$ cat config.mk
export PLATFORM = sky130hd
export DESIGN_NAME = alu_issue_unit
export DESIGN_NICKNAME = d
export VERILOG_FILES = /design/src/rtl/alu_issue_unit_pkg.sv /design/src/rtl/alu_issue_unit_alu_sel_decode.sv /design/src/rtl/alu_issue_unit.sv
export SDC_FILE = /design/constraint.sdc
export NUM_CORES = 1
export LEC_CHECK = 0
export CAP_MARGIN = 5
export CORE_MARGIN = 2
export CORE_UTILIZATION = 31
export CTS_CLUSTER_DIAMETER = 80
export DETAILED_ROUTE_END_ITERATION = 10
export PLACE_DENSITY = 0.65
export SKIP_CTS_REPAIR_TIMING = 1
export SLEW_MARGIN = 20
export SYNTH_ARGS = -nofsm -noshare
export SYNTH_HDL_FRONTEND = slang
export SYNTH_SLANG_ARGS = --single-unit
$ cat constraint.sdc
create_clock -name clk -period 4.2 [get_ports clk]
set_input_delay 0.84 -clock clk [delete_from_list [all_inputs] [get_ports clk]]
set_output_delay 0.84 -clock clk [all_outputs]
set_load 0.05 [all_outputs]
$ cat src/rtl/alu_issue_unit_pkg.sv
// ============================================================================
// Module  : alu_issue_unit_pkg
// Purpose : Shared definitions for the ALU issue unit.
//           - `ALU_* opcode macros understood by the external ALU.
//           - `OPC_* operation-class encodings presented on op_class.
//           - FSM state type and the branch-condition helper.
//           This file is the project's single defines source and must be
//           compiled ahead of every file that uses the macros.
// Ports   : none (package)
// Rev     : 1.0  initial release
// ============================================================================
`default_nettype none
`timescale 1ns/1ps

`ifndef ALU_ISSUE_UNIT_DEFINES
`define ALU_ISSUE_UNIT_DEFINES

// External ALU opcodes (4 bits)
`define ALU_ADD   4'd0
`define ALU_SUB   4'd1
`define ALU_SLL   4'd2
`define ALU_SLT   4'd3
`define ALU_SLTU  4'd4
`define ALU_XOR   4'd5
`define ALU_SRL   4'd6
`define ALU_SRA   4'd7
`define ALU_OR    4'd8
`define ALU_AND   4'd9
`define ALU_PASS  4'd10

// Operation classes (3 bits)
`define OPC_OP      3'd0
`define OPC_OPIMM   3'd1
`define OPC_BRANCH  3'd2
`define OPC_JAL     3'd3
`define OPC_JALR    3'd4
`define OPC_LUI     3'd5
`define OPC_AUIPC   3'd6
`define OPC_ILLEGAL 3'd7

`endif

package alu_issue_unit_pkg;

    typedef enum logic [1:0] {
        S_IDLE   = 2'd0,
        S_EXEC   = 2'd1,
        S_TARGET = 2'd2,
        S_DONE   = 2'd3
    } state_t;

    // Branch condition from the flags of rs1 - rs2. funct3 010/011 are not
    // valid branch encodings and are treated as never taken.
    function automatic logic branch_taken(input logic [2:0] funct3,
                                          input logic       zero,
                                          input logic       lt,
                                          input logic       ltu);
        logic taken;
        taken = 1'b0;
        case (funct3)
            3'b000:  taken = zero;
            3'b001:  taken = !zero;
            3'b100:  taken = lt;
            3'b101:  taken = !lt;
            3'b110:  taken = ltu;
            3'b111:  taken = !ltu;
            default: taken = 1'b0;
        endcase
        return taken;
    endfunction

endpackage

`default_nettype wire

$ cat src/rtl/alu_issue_unit_alu_sel_decode.sv
// ============================================================================
// Module  : alu_sel_decode
// Purpose : Combinational funct3/funct7b5 -> ALU opcode mapping for the
//           register (OP) and immediate (OPIMM) arithmetic classes.
// Ports   : i_is_opimm  - 1 when decoding an OPIMM instruction
//           i_funct3    - RV32I funct3
//           i_funct7b5  - instruction bit 30
//           o_alu_sel   - `ALU_* opcode
// Rev     : 1.0  initial release
// ============================================================================
`default_nettype none
`timescale 1ns/1ps

module alu_sel_decode (
    input  logic       i_is_opimm,
    input  logic [2:0] i_funct3,
    input  logic       i_funct7b5,
    output logic [3:0] o_alu_sel
);

    always_comb begin
        o_alu_sel = `ALU_ADD;
        case (i_funct3)
            // Immediate forms have no subtract: bit 30 is part of the
            // immediate there, so it only selects SUB for register forms.
            3'b000:  o_alu_sel = (i_funct7b5 && !i_is_opimm) ? `ALU_SUB : `ALU_ADD;
            3'b001:  o_alu_sel = `ALU_SLL;
            3'b010:  o_alu_sel = `ALU_SLT;
            3'b011:  o_alu_sel = `ALU_SLTU;
            3'b100:  o_alu_sel = `ALU_XOR;
            3'b101:  o_alu_sel = i_funct7b5 ? `ALU_SRA : `ALU_SRL;
            3'b110:  o_alu_sel = `ALU_OR;
            3'b111:  o_alu_sel = `ALU_AND;
            default: o_alu_sel = `ALU_ADD;
        endcase
    end

endmodule

`default_nettype wire

$ cat src/rtl/alu_issue_unit.sv
// ============================================================================
// Module  : alu_issue_unit
// Purpose : Issues one RV32I integer/control operation at a time to an
//           external combinational ALU. EXEC computes the writeback value
//           and branch flags; control classes take an extra TARGET cycle to
//           form the redirect address on the same ALU.
// Ports   : clk, rst                  - clock, synchronous active-high reset
//           in_valid/in_ready          - operation handshake
//           op_class, funct3, funct7b5 - operation decode
//           rs1, rs2, imm, pc          - operands
//           alu_a, alu_b, alu_sel      - drive to external ALU
//           alu_out, alu_zero, alu_lt, alu_ltu - external ALU response
//           out_valid/out_ready        - result handshake
//           result, redirect, target   - writeback value and PC redirect
// Rev     : 1.0  initial release
// ============================================================================
`default_nettype none
`timescale 1ns/1ps

module alu_issue_unit
    import alu_issue_unit_pkg::*;
(
    input  logic        clk,
    input  logic        rst,
    input  logic        in_valid,
    output logic        in_ready,
    input  logic [2:0]  op_class,
    input  logic [2:0]  funct3,
    input  logic        funct7b5,
    input  logic [31:0] rs1,
    input  logic [31:0] rs2,
    input  logic [31:0] imm,
    input  logic [31:0] pc,
    output logic [31:0] alu_a,
    output logic [31:0] alu_b,
    output logic [3:0]  alu_sel,
    input  logic [31:0] alu_out,
    input  logic        alu_zero,
    input  logic        alu_lt,
    input  logic        alu_ltu,
    output logic        out_valid,
    input  logic        out_ready,
    output logic [31:0] result,
    output logic        redirect,
    output logic [31:0] target
);

    state_t      r_state;
    state_t      w_state_next;

    logic [2:0]  r_op_class;
    logic [2:0]  r_funct3;
    logic        r_funct7b5;
    logic [31:0] r_rs1;
    logic [31:0] r_rs2;
    logic [31:0] r_imm;
    logic [31:0] r_pc;

    logic        r_zero;
    logic        r_lt;
    logic        r_ltu;

    logic [31:0] r_result;
    logic        r_redirect;
    logic [31:0] r_target;

    logic        w_accept;
    logic        w_is_ctrl;
    logic        w_is_opimm;
    logic        w_has_result;
    logic        w_taken;
    logic [3:0]  w_dec_sel;

    assign w_accept     = in_valid && (r_state == S_IDLE);
    assign w_is_opimm   = (r_op_class == `OPC_OPIMM);
    assign w_is_ctrl    = (r_op_class == `OPC_BRANCH) || (r_op_class == `OPC_JAL) ||
                          (r_op_class == `OPC_JALR);
    assign w_has_result = (r_op_class != `OPC_BRANCH) && (r_op_class != `OPC_ILLEGAL);

    alu_sel_decode u_alu_sel_decode (
        .i_is_opimm (w_is_opimm),
        .i_funct3   (r_funct3),
        .i_funct7b5 (r_funct7b5),
        .o_alu_sel  (w_dec_sel)
    );

    // Jumps always redirect; branches use the flags captured during EXEC.
    always_comb begin
        w_taken = 1'b0;
        case (r_op_class)
            `OPC_JAL, `OPC_JALR: w_taken = 1'b1;
            `OPC_BRANCH:         w_taken = branch_taken(r_funct3, r_zero, r_lt, r_ltu);
            default:             w_taken = 1'b0;
        endcase
    end

    // ------------------------------------------------------------------
    // Next-state logic
    // ------------------------------------------------------------------
    always_comb begin
        w_state_next = r_state;
        case (r_state)
            S_IDLE:   if (in_valid)  w_state_next = S_EXEC;
            S_EXEC:   w_state_next = w_is_ctrl ? S_TARGET : S_DONE;
            S_TARGET: w_state_next = S_DONE;
            S_DONE:   if (out_ready) w_state_next = S_IDLE;
            default:  w_state_next = S_IDLE;
        endcase
    end

    // ------------------------------------------------------------------
    // ALU drive: idle values outside EXEC/TARGET
    // ------------------------------------------------------------------
    always_comb begin
        alu_a   = 32'd0;
        alu_b   = 32'd0;
        alu_sel = `ALU_PASS;
        case (r_state)
            S_EXEC: begin
                case (r_op_class)
                    `OPC_OP: begin
                        alu_a   = r_rs1;
                        alu_b   = r_rs2;
                        alu_sel = w_dec_sel;
                    end
                    `OPC_OPIMM: begin
                        alu_a   = r_rs1;
                        alu_b   = r_imm;
                        alu_sel = w_dec_sel;
                    end
                    `OPC_BRANCH: begin
                        alu_a   = r_rs1;
                        alu_b   = r_rs2;
                        alu_sel = `ALU_SUB;
                    end
                    `OPC_JAL, `OPC_JALR: begin
                        // Link address pc + 4
                        alu_a   = r_pc;
                        alu_b   = 32'd4;
                        alu_sel = `ALU_ADD;
                    end
                    `OPC_LUI: begin
                        alu_a   = r_imm;
                        alu_b   = 32'd0;
                        alu_sel = `ALU_PASS;
                    end
                    `OPC_AUIPC: begin
                        alu_a   = r_pc;
                        alu_b   = r_imm;
                        alu_sel = `ALU_ADD;
                    end
                    default: begin
                        alu_a   = 32'd0;
                        alu_b   = 32'd0;
                        alu_sel = `ALU_PASS;
                    end
                endcase
            end
            S_TARGET: begin
                alu_a   = (r_op_class == `OPC_JALR) ? r_rs1 : r_pc;
                alu_b   = r_imm;
                alu_sel = `ALU_ADD;
            end
            default: begin
                alu_a   = 32'd0;
                alu_b   = 32'd0;
                alu_sel = `ALU_PASS;
            end
        endcase
    end

    // ------------------------------------------------------------------
    // State, operand capture and registered outputs
    // ------------------------------------------------------------------
    always_ff @(posedge clk) begin
        if (rst) begin
            r_state    <= S_IDLE;
            r_op_class <= 3'd0;
            r_funct3   <= 3'd0;
            r_funct7b5 <= 1'b0;
            r_rs1      <= 32'd0;
            r_rs2      <= 32'd0;
            r_imm      <= 32'd0;
            r_pc       <= 32'd0;
            r_zero     <= 1'b0;
            r_lt       <= 1'b0;
            r_ltu      <= 1'b0;
            r_result   <= 32'd0;
            r_redirect <= 1'b0;
            r_target   <= 32'd0;
        end else begin
            r_state <= w_state_next;

            if (w_accept) begin
                r_op_class <= op_class;
                r_funct3   <= funct3;
                r_funct7b5 <= funct7b5;
                r_rs1      <= rs1;
                r_rs2      <= rs2;
                r_imm      <= imm;
                r_pc       <= pc;
                r_result   <= 32'd0;
                r_redirect <= 1'b0;
                r_target   <= 32'd0;
            end

            if (r_state == S_EXEC) begin
                r_zero   <= alu_zero;
                r_lt     <= alu_lt;
                r_ltu    <= alu_ltu;
                r_result <= w_has_result ? alu_out : 32'd0;
            end

            // Target stays zero unless a redirect is actually taken.
            if (r_state == S_TARGET) begin
                r_redirect <= w_taken;
                if (!w_taken)
                    r_target <= 32'd0;
                else if (r_op_class == `OPC_JALR)
                    r_target <= alu_out & 32'hFFFF_FFFE;
                else
                    r_target <= alu_out;
            end

            // Clear on retirement so nothing stale is visible in IDLE.
            if ((r_state == S_DONE) && out_ready) begin
                r_result   <= 32'd0;
                r_redirect <= 1'b0;
                r_target   <= 32'd0;
            end
        end
    end

    assign in_ready  = (r_state == S_IDLE);
    assign out_valid = (r_state == S_DONE);
    assign result    = r_result;
    assign redirect  = r_redirect;
    assign target    = r_target;

endmodule

`default_nettype wire
==> run metrics <==
status completed; relative slew slack 34.33%; CTS clk-pin slew, worst paths 60 ps; I/O Pins 309; placed cell area 12430 um2; crit end category output port; # port buffers 308; Max-Cap Viols 0; unrepaired setup endpoints after global routing no; overall routing resource usage 20.95%; Post-Layout Cell Count 1738; CTS tree built; Mapped Area 9005 um2; CTS root buf clkbuf_16; Final setup viols 0; Worst Clk Skew 7.618 ps; Iter 0 DRT Violations 623; placed cell count 1691; vias in the first global route 8492; WL/cell 19.34 um; die area 30430 um2; total chip power 7.702 mW; largest family of logic cells by synthesized area compound AO/OA/AOI/OAI gates; Fin Setup TNS 0 ps; 1st-pass router iterations 5; core area 28630 um2; Vias 8992; CP Launch Type flop; Worst Tran Pin Value 985.0 ps; GRT overflow 0; synthesized flop and latch total 205; vias per cell 5.174; gpl congestion 0.9375; share of cells above drive strength 1 6.074%; filler cell count in the final layout 2712; Layout area overhead 47.44%; Rows 62; critical-path maximum fanout 15; area of the multi-input gates 4498 um2; power per cell area 580.1 nW/um2; largest net degree at the start of global routing 94; Die Ht 174.4 um; dominant synthesized flop cell dfxtp_1; combinational power share 38.8%; # clock sinks 205; Synth async-reset ratio 0%; H-tree depth 1; simple-gate share of the synthesized area 14.70%; Initial Util 31.46%; final period utilization 96.34%; syn_nets 1252; Post-synth top cells nand2_1, dfxtp_1, a21oi_1, clkbuf_1, mux2i_1; worst path required time 3360 ps; post-detail-place hpwl 23460 um; critical path type reg -> out; FMAX 247.1 MHz; final instance area 13280 um2; Clk Latency, worst-skew pair 510 ps; final hold vios 0; Distinct cells, synth 42; share of the synthesized area in the top cell type 45.57%; cts bufs inserted 24; Layout Nets 1511; post-route DRC violation count 0; initial antenna violation count 6; Synth Instances 1074; Tmin final 4046 ps; Reg area 4104 um2; Ys Warns 0; Sw Share 40.23%; Die Width 174.4 um; Pint 4.603 mW; clock share of power 27.4%; Sw Pwr 3.098 mW; first-pass GRT wire length 50230 um; XOR/XNOR Fraction of Synth Area 0.1945%; routed wire length 33620 um; arrival time worst endpoint 3210 ps; post-synthesis sequential area ratio 45.57%; VDD IR-drop max 0.0002876 V; Static Leak 5.311 nW; Seq pwr share 33.8%; Post-Synth Adder-Cell Area 0.5558%; DRT antenna net count 0; most common cell in the netlist nand2_1; final-report max-slew violation count 0; Synth area leader dfxtp_1; mux cell area share after synthesis 7.670%; top cells by area, synth dfxtp_1, nand2_1, a21oi_1, mux2i_1, a22o_1; maximum clock insertion buffer count 3; Post-synth EDFFs 0; syn avg cell area 8.384 um2; worst min path class reg -> reg; post-synthesis compound-gate area fraction 26.34%
==> layout by cell type (no fill, tap or decap), drive strengths merged, types with 2 or more instances in the layout <==
master         instances
a21oi                167
clkinv                 5
a2111oi                2
buf                   26
nor2b                  4
mux2i                 69
a221oi                31
nor2                  39
ha                     4
a21boi                 2
clkdlybuf4s50        298
dfxtp                205
a22oi                 33
clkbuf                35
nor3b                  3
and3b                  2
diode                  4
nor3                   4
clkinvlp               2
o21ai                  3
nand2                279
a211oi                 3
dlymetal6s2s           9
nand3                  2
inv                    8
a22o                  62
a21o                   3
o2bb2ai               32
a31oi                  3
==> routing by layer <==
layer	global-route usage (%)	vias to the layer above	share of wire, %
met5	0	-	0.077
met4	6.653	4	3.0
met3	4.637	63	7.3
met2	31.78	333	44
met1	29.47	4261	46
li1	-	4331	-
==> through the flow <==
stage | hold WS [ps] | util (%) | worst slack [ps]
2_1_floorplan | 436.0 | - | 1082
3_3_place_gp | 434.3 | 43.42 | 690.3
3_5_place_dp | 443.4 | 43.42 | 614.7
4_1_cts | 459.1 | 46.26 | 42.80
5_1_grt | 480.3 | 46.37 | 53.73
6_report | 455.3 | 46.38 | 153.8
==> registers in the layout, summed over array words and instances (netlist names) <==
| register | count |
|---|---|
| r_op_class | 3 |
| r_pc | 32 |
| r_ltu | 1 |
| r_funct3 | 3 |
| r_rs1 | 32 |
| result | 32 |
| r_imm | 32 |
| redirect | 1 |
| r_lt | 1 |
| r_zero | 1 |
| r_funct7b5 | 1 |
| r_state | 2 |
| r_rs2 | 32 |
| target | 32 |
==> worst max-delay path, stage by stage (launching register included) <==
cell             delay (ps)
dfxtp_1                 390
inv_1                   100
ha_1                    350
nand2_1                 160
nor3_2                  390
buf_4                   310
a22o_1                  170
clkdlybuf4s50_1         820
==> power groups by stage <==
stage / registers (mW) / clock network [mW] / logic (mW)
3_3_place_gp: 2.63 / 0 / 2.96
4_1_cts: 2.59 / 2.16 / 2.99
3_5_place_dp: 2.63 / 0 / 2.99
5_1_grt: 2.64 / 2.23 / 3.23
6_report: 2.60 / 2.11 / 2.99
2_1_floorplan: 2.74 / 0 / 1.78
==> cells by family after synthesis <==
| group | Yosys count |
|---|---|
| AO/OA/AOI/OAI | 348 |
| XOR/XNOR | 2 |
| adder cells (fa/ha/maj) | 4 |
| buffers and inverters | 108 |
| flip-flops | 205 |
| multiplexers | 69 |
| AND/OR/NAND/NOR | 338 |
==> worst paths after layout <==
kind | startpoint | to | slack, ps | cells past startpoint
setup / recovery | r_state[0] | alu_b[18] | 150 | 7
hold / removal | r_rs2[17] | r_rs2[17] | 460 | 2
setup reg to reg | r_state[0] | r_rs2[9] | 2030 | 6
hold reg to reg | r_rs2[17] | r_rs2[17] | 460 | 2
==> final cells by class <==
class / instances / area share (%)
multi-input cells: 761 / 33.88
flip-flops and latches: 205 / 30.91
repair buffers: 333 / 25.16
clock buffers: 35 / 5.598
well taps: 384 / 3.619
clock inverters: 8 / 0.5278
inverters: 8 / 0.2262
diodes: 4 / 0.07539
Note: power is estimated with default switching activity, not from simulation.
